===== config.mk =====
export PLATFORM = sky130hd
export DESIGN_NAME = vp_window_decim
export DESIGN_NICKNAME = d
export VERILOG_FILES = /design/src/rtl/vp_window_decim.sv
export SDC_FILE = /design/constraint.sdc
export NUM_CORES = 1
export LEC_CHECK = 0
export CAP_MARGIN = 20
export CORE_MARGIN = 4
export CORE_UTILIZATION = 50
export CTS_CLUSTER_DIAMETER = 30
export DETAILED_ROUTE_END_ITERATION = 10
export PLACE_DENSITY = 0.79
export SLEW_MARGIN = 5
export SYNTH_ARGS = -nofsm -noshare
export SYNTH_HDL_FRONTEND = slang
export SYNTH_SLANG_ARGS = --single-unit

===== constraint.sdc =====
create_clock -name clk -period 5 [get_ports clk]
set_clock_uncertainty 0.05 [all_clocks]
set_input_delay 1.5 -clock clk [delete_from_list [all_inputs] [get_ports clk]]
set_output_delay 1.5 -clock clk [all_outputs]
set_load 0.005 [all_outputs]

===== src/rtl/vp_window_decim.sv =====
// Video window crop with power-of-two decimation; all outputs registered, one cycle of latency.
// Define VP_WINDOW_FILL_EN to pad each non-empty output line with FILL_DATA up to FILL_LEN pixels.
module vp_window_decim #(
    parameter int unsigned DATA_W    = 16,
    parameter int unsigned X_W       = 12,
    parameter int unsigned Y_W       = 12,
    parameter int unsigned FILL_LEN  = 1280,
    parameter int unsigned FILL_DATA = 0
) (
    input  logic              clk,
    input  logic              rst,
    input  logic [X_W-1:0]    start_x,
    input  logic [X_W-1:0]    end_x,
    input  logic [Y_W-1:0]    start_y,
    input  logic [Y_W-1:0]    end_y,
    input  logic [1:0]        decim_x,
    input  logic [1:0]        decim_y,
    input  logic              vs_i,
    input  logic              de_i,
    input  logic [DATA_W-1:0] data_i,
    output logic              vs_o,
    output logic              de_o,
    output logic [DATA_W-1:0] data_o,
    output logic              frame_done,
    output logic              cfg_err,
    output logic              fill_trunc
);
    localparam int unsigned CNT_W = $clog2(FILL_LEN + 1);

    if (FILL_LEN == 0 || (FILL_DATA >> DATA_W) != 0) begin : g_param_check
        $error("vp_window_decim: FILL_LEN must be nonzero and FILL_DATA must fit in DATA_W");
    end

    typedef enum logic [1:0] {
        S_IDLE  = 2'd0,
        S_BLANK = 2'd1,
        S_LINE  = 2'd2
`ifdef VP_WINDOW_FILL_EN
        ,
        S_FILL  = 2'd3
`endif
    } state_t;

    state_t           state, state_nxt;
    logic             vs_d, de_d, seen_vs;
    logic [X_W-1:0]   x, sh_sx, sh_ex;
    logic [Y_W-1:0]   y, sh_sy, sh_ey;
    logic [1:0]       sh_dx, sh_dy;
    logic [CNT_W-1:0] out_cnt;

    logic              vs_rise_c, de_fall_c, keep_c, pad_c, de_c;
    logic [DATA_W-1:0] data_c;
    logic [X_W-1:0]    dx_c;
    logic [Y_W-1:0]    dy_c;
    logic [7:0]        xm8_c, ym8_c;
    logic [CNT_W-1:0]  line_cnt_c;

    assign vs_rise_c  = vs_i & ~vs_d;
    assign de_fall_c  = de_d & ~de_i;
    assign xm8_c      = (8'd1 << sh_dx) - 8'd1;
    assign ym8_c      = (8'd1 << sh_dy) - 8'd1;
    assign dx_c       = x - sh_sx;
    assign dy_c       = y - sh_sy;
    // Kept-pixel count of the line in progress; a new line starts from zero.
    assign line_cnt_c = (state == S_LINE) ? out_cnt : '0;

    assign keep_c = (state != S_IDLE) && !vs_rise_c && de_i && !cfg_err
                 && (x >= sh_sx) && (x < sh_ex) && (y >= sh_sy) && (y < sh_ey)
                 && ((dx_c & X_W'(xm8_c)) == '0) && ((dy_c & Y_W'(ym8_c)) == '0)
                 && (line_cnt_c < CNT_W'(FILL_LEN));

`ifdef VP_WINDOW_FILL_EN
    logic pad_last_c;
    // Padding starts on the de_i falling cycle and yields to any new input activity.
    assign pad_c = !vs_rise_c
                && ((((state == S_LINE) && de_fall_c && (out_cnt != '0)
                      && (out_cnt < CNT_W'(FILL_LEN))))
                    || ((state == S_FILL) && !de_i));
    assign pad_last_c = pad_c && (out_cnt == CNT_W'(FILL_LEN - 1));
`else
    assign pad_c = 1'b0;
`endif

    // State register
    always_ff @(posedge clk or posedge rst) begin
        if (rst) state <= S_IDLE;
        else     state <= state_nxt;
    end

    // Next-state logic
    always_comb begin
        state_nxt = state;
        if (vs_rise_c) begin
            state_nxt = S_BLANK;
        end else begin
            case (state)
                S_IDLE:  state_nxt = S_IDLE;
                S_BLANK: if (de_i) state_nxt = S_LINE;
                S_LINE: begin
                    if (de_fall_c) begin
                        state_nxt = S_BLANK;
`ifdef VP_WINDOW_FILL_EN
                        if (pad_c && !pad_last_c) state_nxt = S_FILL;
`endif
                    end
                end
`ifdef VP_WINDOW_FILL_EN
                S_FILL: begin
                    if (de_i)            state_nxt = S_LINE;
                    else if (pad_last_c) state_nxt = S_BLANK;
                end
`endif
                default: state_nxt = S_IDLE;
            endcase
        end
    end

    // Output selection: kept input pixel, pad pixel, or blank
    always_comb begin
        de_c   = keep_c;
        data_c = keep_c ? data_i : '0;
`ifdef VP_WINDOW_FILL_EN
        if (pad_c) begin
            de_c   = 1'b1;
            data_c = DATA_W'(FILL_DATA);
        end
`endif
    end

    // Input edge history and per-frame configuration shadows
    always_ff @(posedge clk or posedge rst) begin
        if (rst) begin
            vs_d    <= 1'b0;
            de_d    <= 1'b0;
            seen_vs <= 1'b0;
            sh_sx   <= '0;
            sh_ex   <= '0;
            sh_sy   <= '0;
            sh_ey   <= '0;
            sh_dx   <= '0;
            sh_dy   <= '0;
        end else begin
            vs_d <= vs_i;
            de_d <= de_i;
            if (vs_rise_c) begin
                seen_vs <= 1'b1;
                sh_sx   <= start_x;
                sh_ex   <= end_x;
                sh_sy   <= start_y;
                sh_ey   <= end_y;
                sh_dx   <= decim_x;
                sh_dy   <= decim_y;
            end
        end
    end

    // Saturating column/row counters and per-line output count
    always_ff @(posedge clk or posedge rst) begin
        if (rst) begin
            x       <= '0;
            y       <= '0;
            out_cnt <= '0;
        end else begin
            if (vs_rise_c)      x <= '0;
            else if (de_i)      x <= (x == '1) ? x : x + X_W'(1);
            else if (de_fall_c) x <= '0;

            if (vs_rise_c)      y <= '0;
            else if (de_fall_c) y <= (y == '1) ? y : y + Y_W'(1);

            if (vs_rise_c)  out_cnt <= '0;
            else if (de_i)  out_cnt <= line_cnt_c + CNT_W'(keep_c);
            else if (pad_c) out_cnt <= out_cnt + CNT_W'(1);
        end
    end

    // Registered outputs
    always_ff @(posedge clk or posedge rst) begin
        if (rst) begin
            vs_o       <= 1'b0;
            de_o       <= 1'b0;
            data_o     <= '0;
            frame_done <= 1'b0;
            cfg_err    <= 1'b0;
            fill_trunc <= 1'b0;
        end else begin
            vs_o       <= vs_i;
            de_o       <= de_c;
            data_o     <= data_c;
            frame_done <= vs_rise_c & seen_vs;
            if (vs_rise_c) cfg_err <= (end_x <= start_x) || (end_y <= start_y);
`ifdef VP_WINDOW_FILL_EN
            if ((state == S_FILL) && (de_i || vs_rise_c)) fill_trunc <= 1'b1;
`else
            fill_trunc <= 1'b0;
`endif
        end
    end

endmodule


==> results.md <==
- The flow ran to the end, and the final reports show no timing, DRC or antenna violations.
- The count of distinct cell types in the synthesized netlist is 58.
- When the netlist entered floorplanning its net count stood at between 800 and 900.
- The placement-stage cell area is ~7700 um^2.
- The first detailed-routing pass took 6 iterations.
- The first global-routing pass estimated 25800 um of wire.
- The number of buffers inserted by hold repair at cts is 0.
- After detailed routing, the number of vias per cell comes to approximately 5.6.
- The floorplan die height is ~120 um.
- The routability congestion estimate from global placement is about 0.94.
- Synthesis handed over a netlist of 726 instances.
- The peak fanout along the critical path is 17.
- The worst setup path is of the register to register kind.
- Buffers added to address setup during post-CTS repair amount to 0.
- STA puts the critical path data required time at just over 5 ns.
- During placement, the flow inserted port buffers numbering about 90.
- The final wirelength is approximately 16000 um.
- The fraction of final layout cells with drive strength greater than 1 is about 5.3%.
- The final count of pins violating max slew was 0.
- IR analysis of the VDD net gives a maximum drop of 0.172 mV.
- The number of enable flip-flop cells after synthesis is 0.
- In this run switching power makes up 29.6% of total power.
- The largest stage delay on the critical path is 0.43 ns.
- The critical path launch point type is a register.
- The portion of total power attributed to combinational logic is 22.9%.
- The setup slack after placement is roughly 0.63 ns.
- The final instance area is 8020 um^2.
- For the worst setup path, the data arrival time is roughly 4.4 ns.
- The post-CTS clock slew at the launch and capture registers of the worst setup and hold paths is roughly 0.080 ns.
- The commonest register cell after synthesis is sky130_fd_sc_hd__dfrtp_1.
- The synthesized area divided by synthesized cell count is about 9.1 um^2.
- Max-cap violations in this run came to 0.
- In the routed design, unresolved DRC markers number 0.
- After the last flow step, the layout net total stands at just under 1000.
- The final-layout fill cell count is around 1000.
- After synthesis, the most frequently instantiated cells are 111 x sky130_fd_sc_hd__dfrtp_1, 100 x sky130_fd_sc_hd__inv_1, 84 x sky130_fd_sc_hd__nand2_1.
- The maximum count of clock buffers along a single path is 2.
- The initial utilization of the core area, before any placement, comes to 51.7%.
- The buffer cell driving the clock tree root is sky130_fd_sc_hd__clkbuf_16.
- The clock tree synthesis step divided the H-tree into 3 levels.
- For this design the ratio of total power to cell area is 281 nW/um^2.
- The I/O pin total is 93.
- The share of synthesized area in the top cell type comes to 42.0%.
- The slowest stage of the critical path is the sky130_fd_sc_hd__dfrtp_1 cell.
- The setup slack after layout is slightly below 0.8 ns.
- The type of the worst min-delay path is register to register.
- By area the synthesized netlist is led by sky130_fd_sc_hd__dfrtp_1 42%, sky130_fd_sc_hd__ha_1 14%, sky130_fd_sc_hd__inv_1 5.7%.
- Hold timing on the final database bottoms out at a slack of approximately 0.42 ns.
- The area of the mapped netlist is between 6000 and 7000 um^2.
- The initial antenna violation count is 0.
- After global routing the overflow that remains totals 0.
- The cell with the most instances on the worst path is sky130_fd_sc_hd__ha_1.
- The share of the Yosys chip area taken by registers is between 40% and 50%.
- The worst pin sits at a relative slew slack of between 50 and 60%.
- The repair_antennas step left the layout with diodes totalling 0.
- Dividing the detail-routed wire length by the instance count gives about 16 um.
- The CTS tree is done.
- In the finished design, the share of the clock period the worst path needs comes to 84.5%.
- The number of gates resized after CTS was 0.
- The smallest clock period supported by the final layout is computed as around 4.2 ns.
- Counting the buffers created by CTS gives 9.
- The die covers 15100 um^2.
- The most repeated cell in the gate-level netlist after synthesis is sky130_fd_sc_hd__dfrtp_1.
- The net switching power of the design is approximately 0.66 mW.
- The area added between synthesis and finish is 21.3%.
- After synthesis the netlist holds a flip-flop and latch count of ~110.
- Setup violations remaining at the end of the flow were counted as 0.
- For the pin with the worst max-slew slack, the measured transition is ~0.7 ns.
- The number of hold-slack violations in the final timing report is 0.
- The warning count from the yosys run is 0.
- Setup repair after global routing left no endpoint under its margin.
- The residual antenna-violating net count after detailed routing is 0.
- The analysis attributes to cell leakage a power of slightly below 4 nW.
- Of the total power, registers draw between 40 and 50%.
- The cell-internal power is about 1.6 mW.
- For the worst-skew pair, the clock arrives at the later sink with an insertion delay of approximately 0.36 ns.
- Together, buffers and inverters on the worst path number 2.
- Global routing used between 20% and 30% of the available tracks across all layers.
- In this run the horizontal extent of the chip is around 120 um.
- Adding up every negative setup slack in the final design gives 0 ns.
- The largest total area in the synthesized netlist belongs to sky130_fd_sc_hd__dfrtp_1.
- The clock drives between 100 and 150 sinks.
- The family of cells with the greatest summed delay on the critical path is simple AND/OR/NAND/NOR gates.
- The number of DRC markers after the initial detailed-route iteration is approximately 490.
- In this run, the clock network consumes approximately a third of the power.
- The number of global-route vias before repair is 5520.
- For this block, the via count after detailed routing is between 5000 and 6000.
- The share of synthesized flip-flops with an asynchronous set or reset is 100%.
- The HPWL after detailed placement is approximately 12000 um.
- The signal on the critical path passes through inv_1 > ha_1 > fa_1 > nand2b_1 > a21oi_1 > mux2i_1 > o311ai_4 > o311ai_2 > buf_4 > nor3_1 > ha_1 > ha_1 > and3_1 > and3_1 > and4_1 > o21ai_0 > a22oi_1 > nor2_1.
- Entering global routing, the biggest net connects 59 pins.
- The core region is 12800 um^2.
- The initialized floorplan defines 41 standard-cell rows.
- Across all register-to-register paths, the minimum setup slack is between 0.7 and 0.8 ns.
- The worst setup path is captured at a register.
- Static timing analysis puts the maximum clock frequency at around 0.24 GHz.
==> path summary, 6_finish.rpt <==
path                                startpoint                      end  depth (start not counted)
setup / recovery              x[0]$_DFFE_PP0P_  out_cnt[10]$_DFFE_PP0N_                         18
hold / removal             seen_vs$_DFFE_PP0P_      seen_vs$_DFFE_PP0P_                          1
setup reg to reg              x[0]$_DFFE_PP0P_  out_cnt[10]$_DFFE_PP0N_                         18
hold reg to reg            seen_vs$_DFFE_PP0P_      seen_vs$_DFFE_PP0P_                          1
max in group asynchronous                  rst      cfg_err$_DFFE_PP0P_                          3
min in group asynchronous                  rst     data_o[13]$_DFF_PP0_                          2
==> state kept, by name (all words and copies together) (netlist names), 2 cells and up <==
| register | cells |
|---|---|
| data_o | 16 |
| sh_ex | 12 |
| sh_ey | 12 |
| sh_sx | 12 |
| sh_sy | 12 |
| x | 12 |
| y | 12 |
| out_cnt | 11 |
| sh_dx | 2 |
| sh_dy | 2 |
| state | 2 |
==> power by group through the flow <==
stage	Clock, mW	Combinational [mW]	Sequential (mW)
global route	0.765	0.579	1.02
detailed placement	0	0.510	1.03
global placement	0	0.483	1.03
CTS	0.729	0.514	1.01
floorplan	0	0.333	1.02
finish	0.718	0.516	1.02
==> kinds of logic (layout without fill, tap and decap cells) <==
family | after synthesis | in the layout | synth area share, %
simple gates | 244 | 244 | 18.7
compound gates | 148 | 148 | 14.1
buf+inv | 123 | 216 | 7.25
flops | 111 | 111 | 42.0
fa+ha+maj | 78 | 78 | 15.0
xor+xnor | 16 | 16 | 2.12
mux | 5 | 5 | 0.757
other cells | 1 | 1 | 0.0567
==> placed cells by master, fill, tap and decap left out, types with 3 or more instances in the layout <==
cell	netlist	routed
sky130_fd_sc_hd__a21o_1	8	8
sky130_fd_sc_hd__a21oi_1	27	27
sky130_fd_sc_hd__a22oi_1	4	4
sky130_fd_sc_hd__and2_1	7	7
sky130_fd_sc_hd__and3_1	11	11
sky130_fd_sc_hd__and4_1	3	3
sky130_fd_sc_hd__buf_4	2	9
sky130_fd_sc_hd__clkbuf_16	0	9
sky130_fd_sc_hd__clkdlybuf4s50_1	0	91
sky130_fd_sc_hd__dfrtp_1	111	111
sky130_fd_sc_hd__ha_1	76	76
sky130_fd_sc_hd__inv_1	100	99
sky130_fd_sc_hd__mux2i_1	5	5
sky130_fd_sc_hd__nand2_1	84	84
sky130_fd_sc_hd__nand2b_1	6	6
sky130_fd_sc_hd__nand3_1	11	11
sky130_fd_sc_hd__nand4_1	26	26
sky130_fd_sc_hd__nor2_1	52	52
sky130_fd_sc_hd__nor2b_1	10	9
sky130_fd_sc_hd__nor3_1	9	9
sky130_fd_sc_hd__nor4_1	10	10
sky130_fd_sc_hd__nor4_2	9	9
sky130_fd_sc_hd__o211ai_1	4	4
sky130_fd_sc_hd__o21a_1	3	3
sky130_fd_sc_hd__o21ai_0	72	72
sky130_fd_sc_hd__o22ai_1	3	3
sky130_fd_sc_hd__o31ai_1	3	3
sky130_fd_sc_hd__xnor2_1	4	4
sky130_fd_sc_hd__xor2_1	12	12
==> cell type report <==
class / count / area [um^2] / area share [%]
Timing Repair Buffer: 101 / 998 / 12.5
Clock buffer: 10 / 229 / 2.86
Inverter: 100 / 378 / 4.71
Tap cell: 172 / 215 / 2.68
Multi-Input combinational cell: 492 / 3360 / 41.9
Clock inverter: 5 / 58.8 / 0.734
Sequential cell: 111 / 2780 / 34.6
==> through the flow <==
step / utilization, % / cells / power (mW)
after floorplan: - / 726 / 1.35
after global placement: 60.5 / 976 / 1.51
after detailed placement: 60.5 / 976 / 1.54
after CTS: 62.8 / 991 / 2.26
after global routing: 62.8 / 991 / 2.37
final: 62.8 / 991 / 2.25
==> worst register-to-register path: stages, from the launching register on <==
cell and delay, ns:
sky130_fd_sc_hd__dfrtp_1 0.43, sky130_fd_sc_hd__inv_1 0.10, sky130_fd_sc_hd__ha_1 0.22, sky130_fd_sc_hd__fa_1 0.39
sky130_fd_sc_hd__nand2b_1 0.16, sky130_fd_sc_hd__a21oi_1 0.23, sky130_fd_sc_hd__mux2i_1 0.18, sky130_fd_sc_hd__o311ai_4 0.26
sky130_fd_sc_hd__o311ai_2 0.14, sky130_fd_sc_hd__buf_4 0.23, sky130_fd_sc_hd__nor3_1 0.29, sky130_fd_sc_hd__ha_1 0.21
sky130_fd_sc_hd__ha_1 0.18, sky130_fd_sc_hd__and3_1 0.20, sky130_fd_sc_hd__and3_1 0.25, sky130_fd_sc_hd__and4_1 0.24
sky130_fd_sc_hd__o21ai_0 0.08, sky130_fd_sc_hd__a22oi_1 0.20, sky130_fd_sc_hd__nor2_1 0.06
==> per-layer routing <==
| metal | global-route usage [%] | routed length [um] |
|---|---|---|
| met5 | 0 | 0 |
| met4 | 8.03 | 402 |
| met3 | 4.16 | 925 |
| met2 | 37.0 | 7910 |
| met1 | 27.7 | 6760 |
No activity file was read; power rests on OpenSTA's default activity.
